## src/rtl/regfile_scoreboard.sv

```systemverilog
// Integer register file: 1 write / 2 read ports, optional bypass and zero register, per-register busy scoreboard.
// Latency: writes and reservations land 1 cycle after the edge; reads are combinational (same cycle with bypass).
// Backpressure: none; the hazard unit stalls on busy1/busy2, and wr_unres flags a writeback with no reservation.
module regfile_scoreboard #(
    parameter int DATA_W   = 32,
    parameter int ADDR_W   = 5,
    parameter bit ZERO_REG = 1'b1,
    parameter bit BYPASS   = 1'b1,
    localparam int DEPTH   = 1 << ADDR_W
) (
    input  logic                    clk,
    input  logic                    rst,
    input  logic                    we3,
    input  logic [ADDR_W-1:0]       wa3,
    input  logic [DATA_W-1:0]       wd3,
    input  logic [ADDR_W-1:0]       ra1,
    input  logic [ADDR_W-1:0]       ra2,
    output logic [DATA_W-1:0]       rd1,
    output logic [DATA_W-1:0]       rd2,
    input  logic                    rsv_en,
    input  logic [ADDR_W-1:0]       rsv_addr,
    output logic                    busy1,
    output logic                    busy2,
    output logic                    wr_unres,
    output logic [DATA_W*DEPTH-1:0] out
);

    logic [DATA_W-1:0] mem [DEPTH];
    logic [DEPTH-1:0]  busy;
    logic [DEPTH-1:0]  busy_nxt;
    logic              wr_ok;
    logic              rsv_ok;

    // Register 0 swallows writes and reservations when it is hard-wired to zero.
    assign wr_ok  = we3    && !(ZERO_REG && (wa3 == '0));
    assign rsv_ok = rsv_en && !(ZERO_REG && (rsv_addr == '0));

    // Clear first, then set: a new producer supersedes the one writing back.
    always_comb begin
        busy_nxt = busy;
        if (wr_ok) begin
            busy_nxt[wa3] = 1'b0;
        end
        if (rsv_ok) begin
            busy_nxt[rsv_addr] = 1'b1;
        end
    end

    always_ff @(posedge clk) begin
        if (!rst) begin
            for (int i = 0; i < DEPTH; i++) begin
                mem[i] <= '0;
            end
            busy     <= '0;
            wr_unres <= 1'b0;
        end else begin
            if (wr_ok) begin
                mem[wa3] <= wd3;
                if (!busy[wa3]) begin
                    wr_unres <= 1'b1;
                end
            end
            busy <= busy_nxt;
        end
    end

    // Read port 1
    always_comb begin
        rd1   = mem[ra1];
        busy1 = busy[ra1];
        if (ZERO_REG && (ra1 == '0)) begin
            rd1   = '0;
            busy1 = 1'b0;
        end else if (BYPASS && wr_ok && (wa3 == ra1)) begin
            rd1 = wd3;
            if (!(rsv_ok && (rsv_addr == ra1))) begin
                busy1 = 1'b0;
            end
        end
    end

    // Read port 2
    always_comb begin
        rd2   = mem[ra2];
        busy2 = busy[ra2];
        if (ZERO_REG && (ra2 == '0)) begin
            rd2   = '0;
            busy2 = 1'b0;
        end else if (BYPASS && wr_ok && (wa3 == ra2)) begin
            rd2 = wd3;
            if (!(rsv_ok && (rsv_addr == ra2))) begin
                busy2 = 1'b0;
            end
        end
    end

    // Debug view always reflects the registered array, never the bypass.
    for (genvar g = 0; g < DEPTH; g++) begin : g_out
        assign out[g*DATA_W +: DATA_W] = mem[g];
    end

endmodule

```

## config.mk

```make
export PLATFORM = sky130hd
export DESIGN_NAME = regfile_scoreboard
export DESIGN_NICKNAME = d
export VERILOG_FILES = /design/src/rtl/regfile_scoreboard.sv
export SDC_FILE = /design/constraint.sdc
export NUM_CORES = 2
export LEC_CHECK = 0
export ABC_CLOCK_PERIOD_IN_PS = 11000
export CAP_MARGIN = 10
export CORE_AREA = 2 2 444 446
export DETAILED_ROUTE_END_ITERATION = 6
export DIE_AREA = 0 0 446 448
export GPL_TIMING_DRIVEN = 0
export PLACE_DENSITY = 0.5
export SETUP_SLACK_MARGIN = 0.1
export SYNTH_ARGS = -nofsm -noshare
export SYNTH_HDL_FRONTEND = slang
export SYNTH_SLANG_ARGS = --single-unit
```

## constraint.sdc

```tcl
create_clock -name clk -period 11 [get_ports clk]
set_input_delay 1.65 -clock clk [delete_from_list [all_inputs] [get_ports clk]]
set_output_delay 1.65 -clock clk [all_outputs]
set_load 0.005 [all_outputs]
```

# ---- After elaboration in Yosys (flattened, before gate mapping)
# Memory sizes are Yosys's and may differ from the RTL's.
# Cells that the tools add are included.
# Widths: inputs -> output; s select.
dict set report word_totals {
  rom_bits 0
  latchBits 0
  word_cells 62
  regBits 33
  out_inout_bits 1091
  input_bits 56
  ramBits 1024
  mem_count 1
}
# name depth word_bits rd rd_clocked_by_memory_dff write_ports line_no
set mem_list {}
lappend mem_list {mem 32 32 34 0 32 28} ;# logic [DATA_W-1:0] mem [DEPTH];
dict set report classes {
  div_mod_pow 0
  bitwise 4
  muxes 29
  n_reduce_logical 16
  n_shift 0
  n_addsub 0
  magnitude_cmp 6
  n_eq_ne 4
  multipliers 0
}
# cell n
set ops {}
lappend ops {{$mux 32} 7}
lappend ops {{$and 32x32->32} 1}
lappend ops {{$not 32->32} 1}
lappend ops {{$or 32x32->32} 1}
lappend ops {{$reduce_or 32->1} 1}
lappend ops {{$lt 5x6->1 const B} 4}
lappend ops {{$eq 5x5->1} 4}
lappend ops {{$logic_not 5->1} 4}
lappend ops {{$mux 1} 16}
lappend ops {{$bmux 1 s5} 3}
lappend ops {{$demux 1 s5} 2}
lappend ops {{$ge 5x1->1 const B} 2}
lappend ops {{$logic_and 1x1->1} 8}
lappend ops {{$mux 5} 1}
lappend ops {{$logic_not 1->1} 2}
lappend ops {{$reduce_and 2->1} 1}
lappend ops {{$not 1->1} 1}

# ---- Logic depth before layout (Yosys ltp)
dict set report depth {
  depth_word 9
  ltp_mapped 10
  depth_no_buf 5
}

# ---- Worst setup path before layout
# No wires, ideal clock.
dict set report synth_path {
  path_type {input to register}
  start {input port wa3[4]}
  end {memory mem[29][0] (enable)}
  stages 5
  setup_ps 468
  arrival_ps 4967
  slack_ps 5565
  required_ps 10532
  n_path_buf 3
  path_cell_list {clkbuf_1 clkbuf_1 clkbuf_1 nand4_1 o21ai_0}
}
# item line_no
set synth_lines {}
lappend synth_lines {{start: declaration} 14} ;# input logic [ADDR_W-1:0] wa3,
lappend synth_lines {{end: declaration} 28}

# ---- Worst setup path after layout
dict set report layout_path {
  start {input port ra2[1]}
  end {output port rd2[13]}
}
dict set report layout_via {
  elab_chain_cells 4
  word_cells_on_any_way 6
  classes_between {eq/ne (1); mux (2); reduce/logical (2); memory (1)}
}
# item line_no
set layout_rtl {}
lappend layout_rtl {{start: declaration} 17} ;# input logic [ADDR_W-1:0] ra2,
lappend layout_rtl {{branches (longest 3 deep; another with $mem_v2 32x32)} --}
lappend layout_rtl {{$mux 32 (*)} 86} ;# if (ZERO_REG && (ra2 == '0)) begin
lappend layout_rtl {{end: declaration} 19} ;# output logic [DATA_W-1:0] rd2,
# Every way passes the cells marked *.

==> results.ini <==
[logic_synthesis]
muxShareOfSynthArea_pct=22.48
synth-seq-cells=1057
yosysWarningCount=0
synth-seq-area-share_pct=54.50
syn_inst=4067
synthSimpleGateAreaFrac_pct=13.89
synth_top_flop_cell=edfxtp_1
syn_area_um2=57630
synth_xor_area_share_pct=0.2735
synth_compound_area_share_pct=5.384
yosys.area.top_type=edfxtp_1
netlist.area_leader.share_pct=53.35
synth_cell_types=68
synth_edf_count=1024
synth_top_family_by_area=multiplexers
synth.area.top_cells=edfxtp_1 (53%), mux4_2 (17%), and2_1 (10%)
avgSynthCellArea_um2=14.17
async_reset_ff_share_pct=0
synth-adder-area-share_pct=0

[cells_and_area]
final_area_um2=77910
nFillCells=18420
final_common_cell=clkdlybuf4s50_1
multi_input_area_um2=24570
stdcell_count=8111
seq_area_um2=31410
nets=5495
layout_common_cells=clkdlybuf4s50_1 (1134), edfxtp_1 (1024), and2_1 (944)
fin_util_pct=40.04
drive_gt1_share_pct=16.57
syn_to_final_growth_pct=35.19

[cts]
htreeDepth=3
post_cts_buffers=0
cts_tree=yes
cts.clk_slew.worst_paths_ns=0.06
clk_latency_ns=0.83
postCtsHoldBufs=0
cts_root_buf=clkbuf_16
clk_path_buf_depth=3
cts_resized=0
cts_buffers=121
cts_sinks=1057

[routing]
via_per_inst=6.440
dr.first_iter.drc_count=9655
routedWlPerCell_um=55.24
drc=0
dr_total_vias=52230
routed_wl_um=448000
ant_nets=0
drt_pass1_iterations=6

[placement]
portBuffers=1134
post-place-ws_ns=1.420
placed_cell_area_um2=74000
place.gp.congestion=1.043
hpwl_um=347500
placed_cells=7853

[die]
initial_core_util_pct=29.62
ioPinCount=1147
row_count=162
core_area_um2=194600
die_w_um=446
dieArea_um2=199800
dieHeight_um=448

[power_and_ir_drop]
pwr_density_cell_nw_per_um2=147.2
p_leak_nw=27.07
finalPower_mw=11.47
ir_worst_vdd_uv=142.1

[global_route]
grt_start_max_net_pins=32
grt_usage_pct=43.47
grt_pass1_vias=48460
antenna_found_initial=58
grt_pass1_wl_um=550600
grt-ovfl-total=0

[sta]
worst_pin_slew_ns=1.614
hold_viol_final=0
whs_ns=0.5116
skew_ns=0.01610
post-route-period-util_pct=92.44
setup_ws_ns=0.8318
setup-tns-final_ns=0
max_clock_freq_ghz=0.09835
relSlewSlack_pct=-7.572
slew_violations=2
rsz0062_at_grt=no
setup_violations=0
min_period_ns=10.17

[worst_setup_path]
critPathKind=in2out
cp-start-kind=primary input
end_kind=output pin
arrival_ns=8.52
cp_max_fo=10
required_ns=9.35

[run]
drv_cap=1

[status]
outcome=finished with violations
violations=max-capacitance violations, max-slew violations

[min_path]
min_path_type=reg2reg

kinds of logic after synthesis:
logic type,after synthesis
buffers and inverters,459
AOI/OAI and AO/OA,401
muxes,749
DFF,1057
xor gates and xnor gates,18
other,1
and+or+nand+nor,1382
final timing paths:
| kind | start | to | slack (ns) | cells after the start |
|---|---|---|---|---|
| setup / recovery | ra2[1] | rd2[13] | 0.83 | 10 |
| hold / removal | busy[0] | busy[0] | 0.51 | 1 |
| setup reg to reg | busy[15] | wr_unres | 9.39 | 4 |
| hold reg to reg | busy[0] | busy[0] | 0.51 | 1 |
Yosys cell counts (8+ instances only):
master,count
a2111oi_0,12
a211oi_1,30
a21oi_1,30
a221o_1,61
a221oi_1,63
a22o_1,16
a22oi_1,42
a31oi_1,8
and2_1,944
buf_1,34
buf_2,65
buf_4,38
clkbuf_1,297
dfxtp_1,33
edfxtp_1,1024
inv_1,15
mux2_2,33
mux2i_1,283
mux4_2,433
nand2_1,101
nand2b_1,24
nand3_1,15
nor2_1,110
nor2b_1,12
nor3_1,119
nor3b_1,22
o211ai_1,8
o21ai_0,54
o22ai_1,27
xor2_1,13
layout make-up:
cell class,count,share of cell area [%]
repair buffers,1218,16.52
well taps,2542,4.082
flip-flops and latches,1057,40.31
clock buffers,159,4.135
diodes,30,0.09635
clock inverters,64,0.6953
multi-input cells,2582,31.53
inverters,19,0.09154
plain buffers,440,2.539
where the power goes:
part | switching (mW) | total, mW | internal [mW]
logic | 1.45 | 2.40 | 0.951
registers | 0.328 | 4.98 | 4.65
clock network | 1.88 | 4.09 | 2.21
total | 3.66 | 11.5 | 7.81
state kept, by name, indices dropped and copies added (netlist names):
signal    count
wr_unres      1
mem        1024
busy         32
layer usage:
layer  up-vias  GRT usage [%]  wire length, um
met2      5061          64.47           192200
met5         -         0.2405              215
li1      18480              -                -
met4        18          37.79            48260
met1     27200          50.07           153800
met3      1472          15.06            53540
worst max-delay path, cell delays in order:
cell	delay, ns
clkdlybuf4s50_1	0.64
buf_2	0.66
buf_2	0.58
buf_2	0.95
buf_2	1.03
mux2i_1	0.42
o22ai_1	0.58
nor3_1	0.09
nor3_1	1.13
clkdlybuf4s50_1	0.71
Power figures use the tool's default switching activity.
